## src/rtl/cpu_pkg.sv

```systemverilog
// Shared CPU definitions: hazard FSM state encoding, register-address width,
// and the ALU-op and control-bundle types carried by the pipeline registers.
package cpu_pkg;

    localparam int REG_ADDR_W = 5;
    localparam int WAIT_W     = 16;

    typedef enum logic {
        ST_RUN      = 1'b0,
        ST_MEM_WAIT = 1'b1
    } hz_state_t;

    typedef enum logic [3:0] {
        ALU_ADD, ALU_SUB, ALU_AND, ALU_OR, ALU_XOR,
        ALU_SLL, ALU_SRL, ALU_SRA, ALU_SLT, ALU_SLTU
    } alu_op_t;

    typedef struct packed {
        logic    reg_write;
        logic    mem_read;
        logic    mem_write;
        logic    mem_to_reg;
        logic    alu_src;
        logic    branch;
        alu_op_t alu_op;
    } ctrl_bundle_t;

endpackage

```

## src/rtl/hazard_detect.sv

```systemverilog
// Combinational load-use comparator: the EX-stage load writes a register
// that the ID-stage instruction reads. x0 never creates a hazard.
module hazard_detect
    import cpu_pkg::*;
(
    input  logic [REG_ADDR_W-1:0] rs_addr,
    input  logic [REG_ADDR_W-1:0] rt_addr,
    input  logic [REG_ADDR_W-1:0] rd_addr,
    input  logic                  mem_read,
    output logic                  hazard
);

    assign hazard = mem_read && (rd_addr != '0) &&
                    ((rd_addr == rs_addr) || (rd_addr == rt_addr));

endmodule

```

## src/rtl/hazard_ctrl.sv

```systemverilog
// Pipeline sequencing: load-use bubble, branch flush, and freeze while a
// data-memory access waits for its ack. Optional perf counters under HAZARD_PERF_EN.
module hazard_ctrl
    import cpu_pkg::*;
#(
    parameter int MEM_TIMEOUT = 64
`ifdef HAZARD_PERF_EN
    ,
    parameter int CNT_W       = 32
`endif
) (
    input  logic                  clk_i,
    input  logic                  rst_i,
    input  logic [REG_ADDR_W-1:0] IFID_RSaddr_i,
    input  logic [REG_ADDR_W-1:0] IFID_RTaddr_i,
    input  logic [REG_ADDR_W-1:0] IDEX_RDaddr_i,
    input  logic                  IDEX_MemRead_i,
    input  logic                  Branch_taken_i,
    input  logic                  dmem_req_i,
    input  logic                  dmem_ack_i,
    output logic                  PCWrite_o,
    output logic                  IFID_Write_o,
    output logic                  IFID_Flush_o,
    output logic                  IDEX_Bubble_o,
    output logic                  EXMEM_Write_o,
    output logic                  MEMWB_Write_o,
    output logic                  state_o,
`ifdef HAZARD_PERF_EN
    output logic [CNT_W-1:0]      stall_cnt_o,
    output logic [CNT_W-1:0]      flush_cnt_o,
    output logic [CNT_W-1:0]      memwait_cnt_o,
`endif
    output logic                  memerr_o
);

    localparam logic [WAIT_W-1:0] TIMEOUT_V = WAIT_W'(MEM_TIMEOUT);

    hz_state_t         state_q, state_d;
    logic [WAIT_W-1:0] wait_cnt_q;
    logic              memerr_q;
    logic              hazard;
    logic              freeze;

    function automatic logic [WAIT_W-1:0] sat_inc(input logic [WAIT_W-1:0] v);
        return (v >= TIMEOUT_V) ? v : v + 1'b1;
    endfunction

    hazard_detect u_detect (
        .rs_addr  (IFID_RSaddr_i),
        .rt_addr  (IFID_RTaddr_i),
        .rd_addr  (IDEX_RDaddr_i),
        .mem_read (IDEX_MemRead_i),
        .hazard   (hazard)
    );

    // An ack always releases the freeze in the same cycle it arrives.
    assign freeze = (state_q == ST_MEM_WAIT) ? !dmem_ack_i : (dmem_req_i && !dmem_ack_i);

    always_comb begin
        state_d       = state_q;
        PCWrite_o     = 1'b1;
        IFID_Write_o  = 1'b1;
        IFID_Flush_o  = 1'b0;
        IDEX_Bubble_o = 1'b0;
        EXMEM_Write_o = 1'b1;
        MEMWB_Write_o = 1'b1;

        if (freeze) begin
            PCWrite_o     = 1'b0;
            IFID_Write_o  = 1'b0;
            EXMEM_Write_o = 1'b0;
            MEMWB_Write_o = 1'b0;
        end else if (hazard) begin
            PCWrite_o     = 1'b0;
            IFID_Write_o  = 1'b0;
            IDEX_Bubble_o = 1'b1;
        end else if (Branch_taken_i) begin
            IFID_Flush_o  = 1'b1;
        end

        if (state_q == ST_RUN && dmem_req_i && !dmem_ack_i) begin
            state_d = ST_MEM_WAIT;
        end else if (state_q == ST_MEM_WAIT && dmem_ack_i) begin
            state_d = ST_RUN;
        end
    end

    always_ff @(posedge clk_i) begin
        if (!rst_i) begin
            state_q    <= ST_RUN;
            wait_cnt_q <= '0;
            memerr_q   <= 1'b0;
        end else begin
            state_q <= state_d;
            if (state_q == ST_RUN) begin
                wait_cnt_q <= (state_d == ST_MEM_WAIT) ? WAIT_W'(1) : '0;
            end else if (dmem_ack_i) begin
                wait_cnt_q <= '0;
            end else begin
                wait_cnt_q <= sat_inc(wait_cnt_q);
                if (wait_cnt_q == TIMEOUT_V) begin
                    memerr_q <= 1'b1;
                end
            end
        end
    end

    assign state_o  = (state_q == ST_MEM_WAIT);
    assign memerr_o = memerr_q;

`ifdef HAZARD_PERF_EN
    logic [CNT_W-1:0] stall_cnt_q, flush_cnt_q, memwait_cnt_q;

    always_ff @(posedge clk_i) begin
        if (!rst_i) begin
            stall_cnt_q   <= '0;
            flush_cnt_q   <= '0;
            memwait_cnt_q <= '0;
        end else begin
            stall_cnt_q   <= stall_cnt_q   + CNT_W'(IDEX_Bubble_o);
            flush_cnt_q   <= flush_cnt_q   + CNT_W'(IFID_Flush_o);
            memwait_cnt_q <= memwait_cnt_q + CNT_W'(state_o);
        end
    end

    assign stall_cnt_o   = stall_cnt_q;
    assign flush_cnt_o   = flush_cnt_q;
    assign memwait_cnt_o = memwait_cnt_q;
`endif

endmodule
```

## config.mk

```make
export PLATFORM = sky130hd
export DESIGN_NAME = hazard_ctrl
export DESIGN_NICKNAME = d
export VERILOG_FILES = /design/src/rtl/cpu_pkg.sv /design/src/rtl/hazard_detect.sv /design/src/rtl/hazard_ctrl.sv
export SDC_FILE = /design/constraint.sdc
export NUM_CORES = 1
export LEC_CHECK = 0
export ABC_AREA = 1
export BUFFER_PORTS_ARGS = -buffer_cell sky130_fd_sc_hd__clkbuf_2
export CAP_MARGIN = 40
export CORE_MARGIN = 1.5
export CORE_UTILIZATION = 45
export DETAILED_ROUTE_END_ITERATION = 8
export GPL_TIMING_DRIVEN = 0
export MAX_ROUTING_LAYER = met4
export PLACE_DENSITY = 0.83
export SKIP_CTS_REPAIR_TIMING = 1
export SLEW_MARGIN = 20
export SYNTH_ARGS = -nofsm -noshare
export SYNTH_HDL_FRONTEND = slang
export SYNTH_SLANG_ARGS = --single-unit
```

## constraint.sdc

```tcl
create_clock -name clk_i -period 1.1 [get_ports clk_i]
set_clock_uncertainty 0.15 [all_clocks]
set_input_delay 0.165 -clock clk_i [delete_from_list [all_inputs] [get_ports clk_i]]
set_output_delay 0.165 -clock clk_i [all_outputs]
set_load 0.01 [all_outputs]
```

==> results.json <==
{
  "outcome": "finished, violations left",
  "violations": "setup timing",
  "yosys-top-cells-count": "38 x nand2_1, 24 x inv_1, 24 x nor2_1",
  "grt_use_total_pct": 19.0,
  "holdPathStages": 3,
  "max_freq_ghz": 0.643,
  "drc": 0,
  "reg2reg_depth": 8,
  "overflow": 0,
  "cap_violations": 0,
  "die_width_um": 50.2,
  "met3_usage_pct": 2.68,
  "syn-mean-instance-area_um2": 6.67,
  "io_buffers": 28,
  "finalCritPeriodShare_pct": 141,
  "gp_congestion": 0.790,
  "antenna_found_initial": 0,
  "drv_slew": 0,
  "required_ps": 780,
  "firstDrtPassIters": 4,
  "slew_headroom_pct": 70.7,
  "io_pins": 29,
  "grt_use_met1_pct": 21.4,
  "path_cells": "o21ai_4, inv_2, a21oi_4, buf_6, buf_6",
  "worst-path-buf-inv": 3,
  "ir_worst_vdd_v": 0.000635,
  "yosysMostFrequentCell": "nand2_1",
  "synth_cell_types": 22,
  "path_max_fanout": 4,
  "finalWirelength_um": 2730,
  "wl_per_cell_um": 12.7,
  "p_leak_uw": 0.000668,
  "syn_nets": 173,
  "row_count": 16,
  "grt_max_degree": 11,
  "dp.cells": 205,
  "syn-instance-count": 150,
  "synth_area_leaders": "dfxtp_1 36%, nand2_1 14%, inv_1 9.0%",
  "syn_to_final_growth_pct": 48.1,
  "hold_class": "in2reg",
  "grt_busiest_layer": "met2",
  "clock_latency_ps": 310,
  "setup_tns_ps": -6420,
  "async_flop_share_pct": 0,
  "clock-root-buffer": "clkbuf_4",
  "initial_core_util_pct": 49.5,
  "cp_common_cell": "buf_6",
  "use_met2_pct": 33.8,
  "clock_sinks": 18,
  "crit_slowest_cell": "dfxtp_4",
  "cp.arrival_ps": 1240,
  "grt_pass1_wl_um": 3620,
  "p_per_area_mw_per_mm2": 889,
  "finalWorstSetupSlack_ps": -456,
  "cts_tree": "yes",
  "via_per_inst": 4.96,
  "die-area_mm2": 0.00252,
  "synth_top_area_share_pct": 36.0,
  "n_antenna_cell": 0,
  "cts-buffers-inserted": 3,
  "design.core.area_mm2": 0.00202,
  "hold_violations": 0,
  "grt_setup_unrepaired": "yes",
  "pre_cts_slack_ps": -330,
  "hpwl_um": 1660,
  "yosysSeqAreaShare_pct": 36.0,
  "final_cell_count_no_fill": 215,
  "grt_pass1_vias": 933,
  "slowest_delay_ps": 380,
  "period_needed_ps": 1560,
  "tightest_slew_ps": 437,
  "ant_nets": 0,
  "critPathTopFamily": "flip-flops",
  "yosysTopAreaCell": "dfxtp_1",
  "nets": 212,
  "synth-edff-count": 0,
  "clk_pin_slew_ps": 100,
  "cts_buffer_depth": 2,
  "drt_iter0_drc": 24,
  "crit_type": "reg2out",
  "yosys_warnings": 0,
  "layout-drive-gt1-share_pct": 46.3,
  "syn_area_mm2": 0.00100,
  "ys_seq_elements": 18,
  "vias": 1067,
  "startpoint_type": "flop",
  "endpoint_kind": "primary output",
  "synth_flop_cell": "dfxtp_1",
  "path_depth": 5,
  "dieHeight_um": 50.2,
  "setup_viol": 24,
  "htreeDepth": 1
}
## power breakdown
part           total, uW  internal [uW]  switching [uW]  leakage [uW]
Sequential           660            654            6.00      0.000149
Clock                433            202             231     0.0000210
Combinational        226            102             123      0.000498
## cell type report
cell class              instances  area, um^2
flip-flops and latches         18         373
multi-input cells             104         676
repair buffers                 34         231
well taps                      27        33.8
plain buffers                   3        33.8
inverters                      25        98.8
fillers                       143         539
clock buffers                   4        36.3
## metal layers
metal | wire length, um | part of all wire [%]
met2 | 1370 | 50
met5 | 0 | 0
met4 | 58 | 2.1
met1 | 1180 | 43
met3 | 127 | 4.7
## flip-flops by register name, indices dropped and copies added, names as in the netlist
register and count:
wait_cnt_q 16, memerr_o 1, state_o 1
## cells by family after synthesis
family,Yosys count,share of synthesized area [%]
DFF,18,36.0
xor gates and xnor gates,2,1.75
and+or+nand+nor,89,41.6
AOI/OAI and AO/OA,11,6.13
buffers and inverters,28,12.0
adders and majority gates,2,2.50
## layout by cell type, fill, tap and decap left out, drive strengths merged
cell type   n
inv        24
nor3        3
nand4       3
o21ai       3
a21oi       7
ha          2
buf        14
xnor2       2
a211oi      1
dfxtp      18
nand3       8
nand2      41
nor3b       7
nor2       27
clkinv      1
clkbuf     27
## per-stage QoR
stage	util, %	instance area, um^2	hold WS, ps	total power [uW]
2_1_floorplan	-	1030	126	781
3_3_place_gp	59.8	1210	263	851
3_5_place_dp	59.8	1210	267	859
4_1_cts	61.6	1240	-33.6	1260
5_1_grt	73.3	1480	52.0	1380
6_report	73.3	1480	28.5	1320
## worst min-delay path, delay by kind of cell
kind                   cells  cell delay (ps)
buffers and inverters      1              160
AND/OR/NAND/NOR            2              140
## final timing paths
path | endpoint | slack [ps] | start
setup / recovery | PCWrite_o | -460 | state_o
hold / removal | memerr_o | 30 | rst_i
setup reg to reg | wait_cnt_q[2] | -290 | state_o
hold reg to reg | memerr_o | 300 | memerr_o
(Power assumes the default switching activity.)
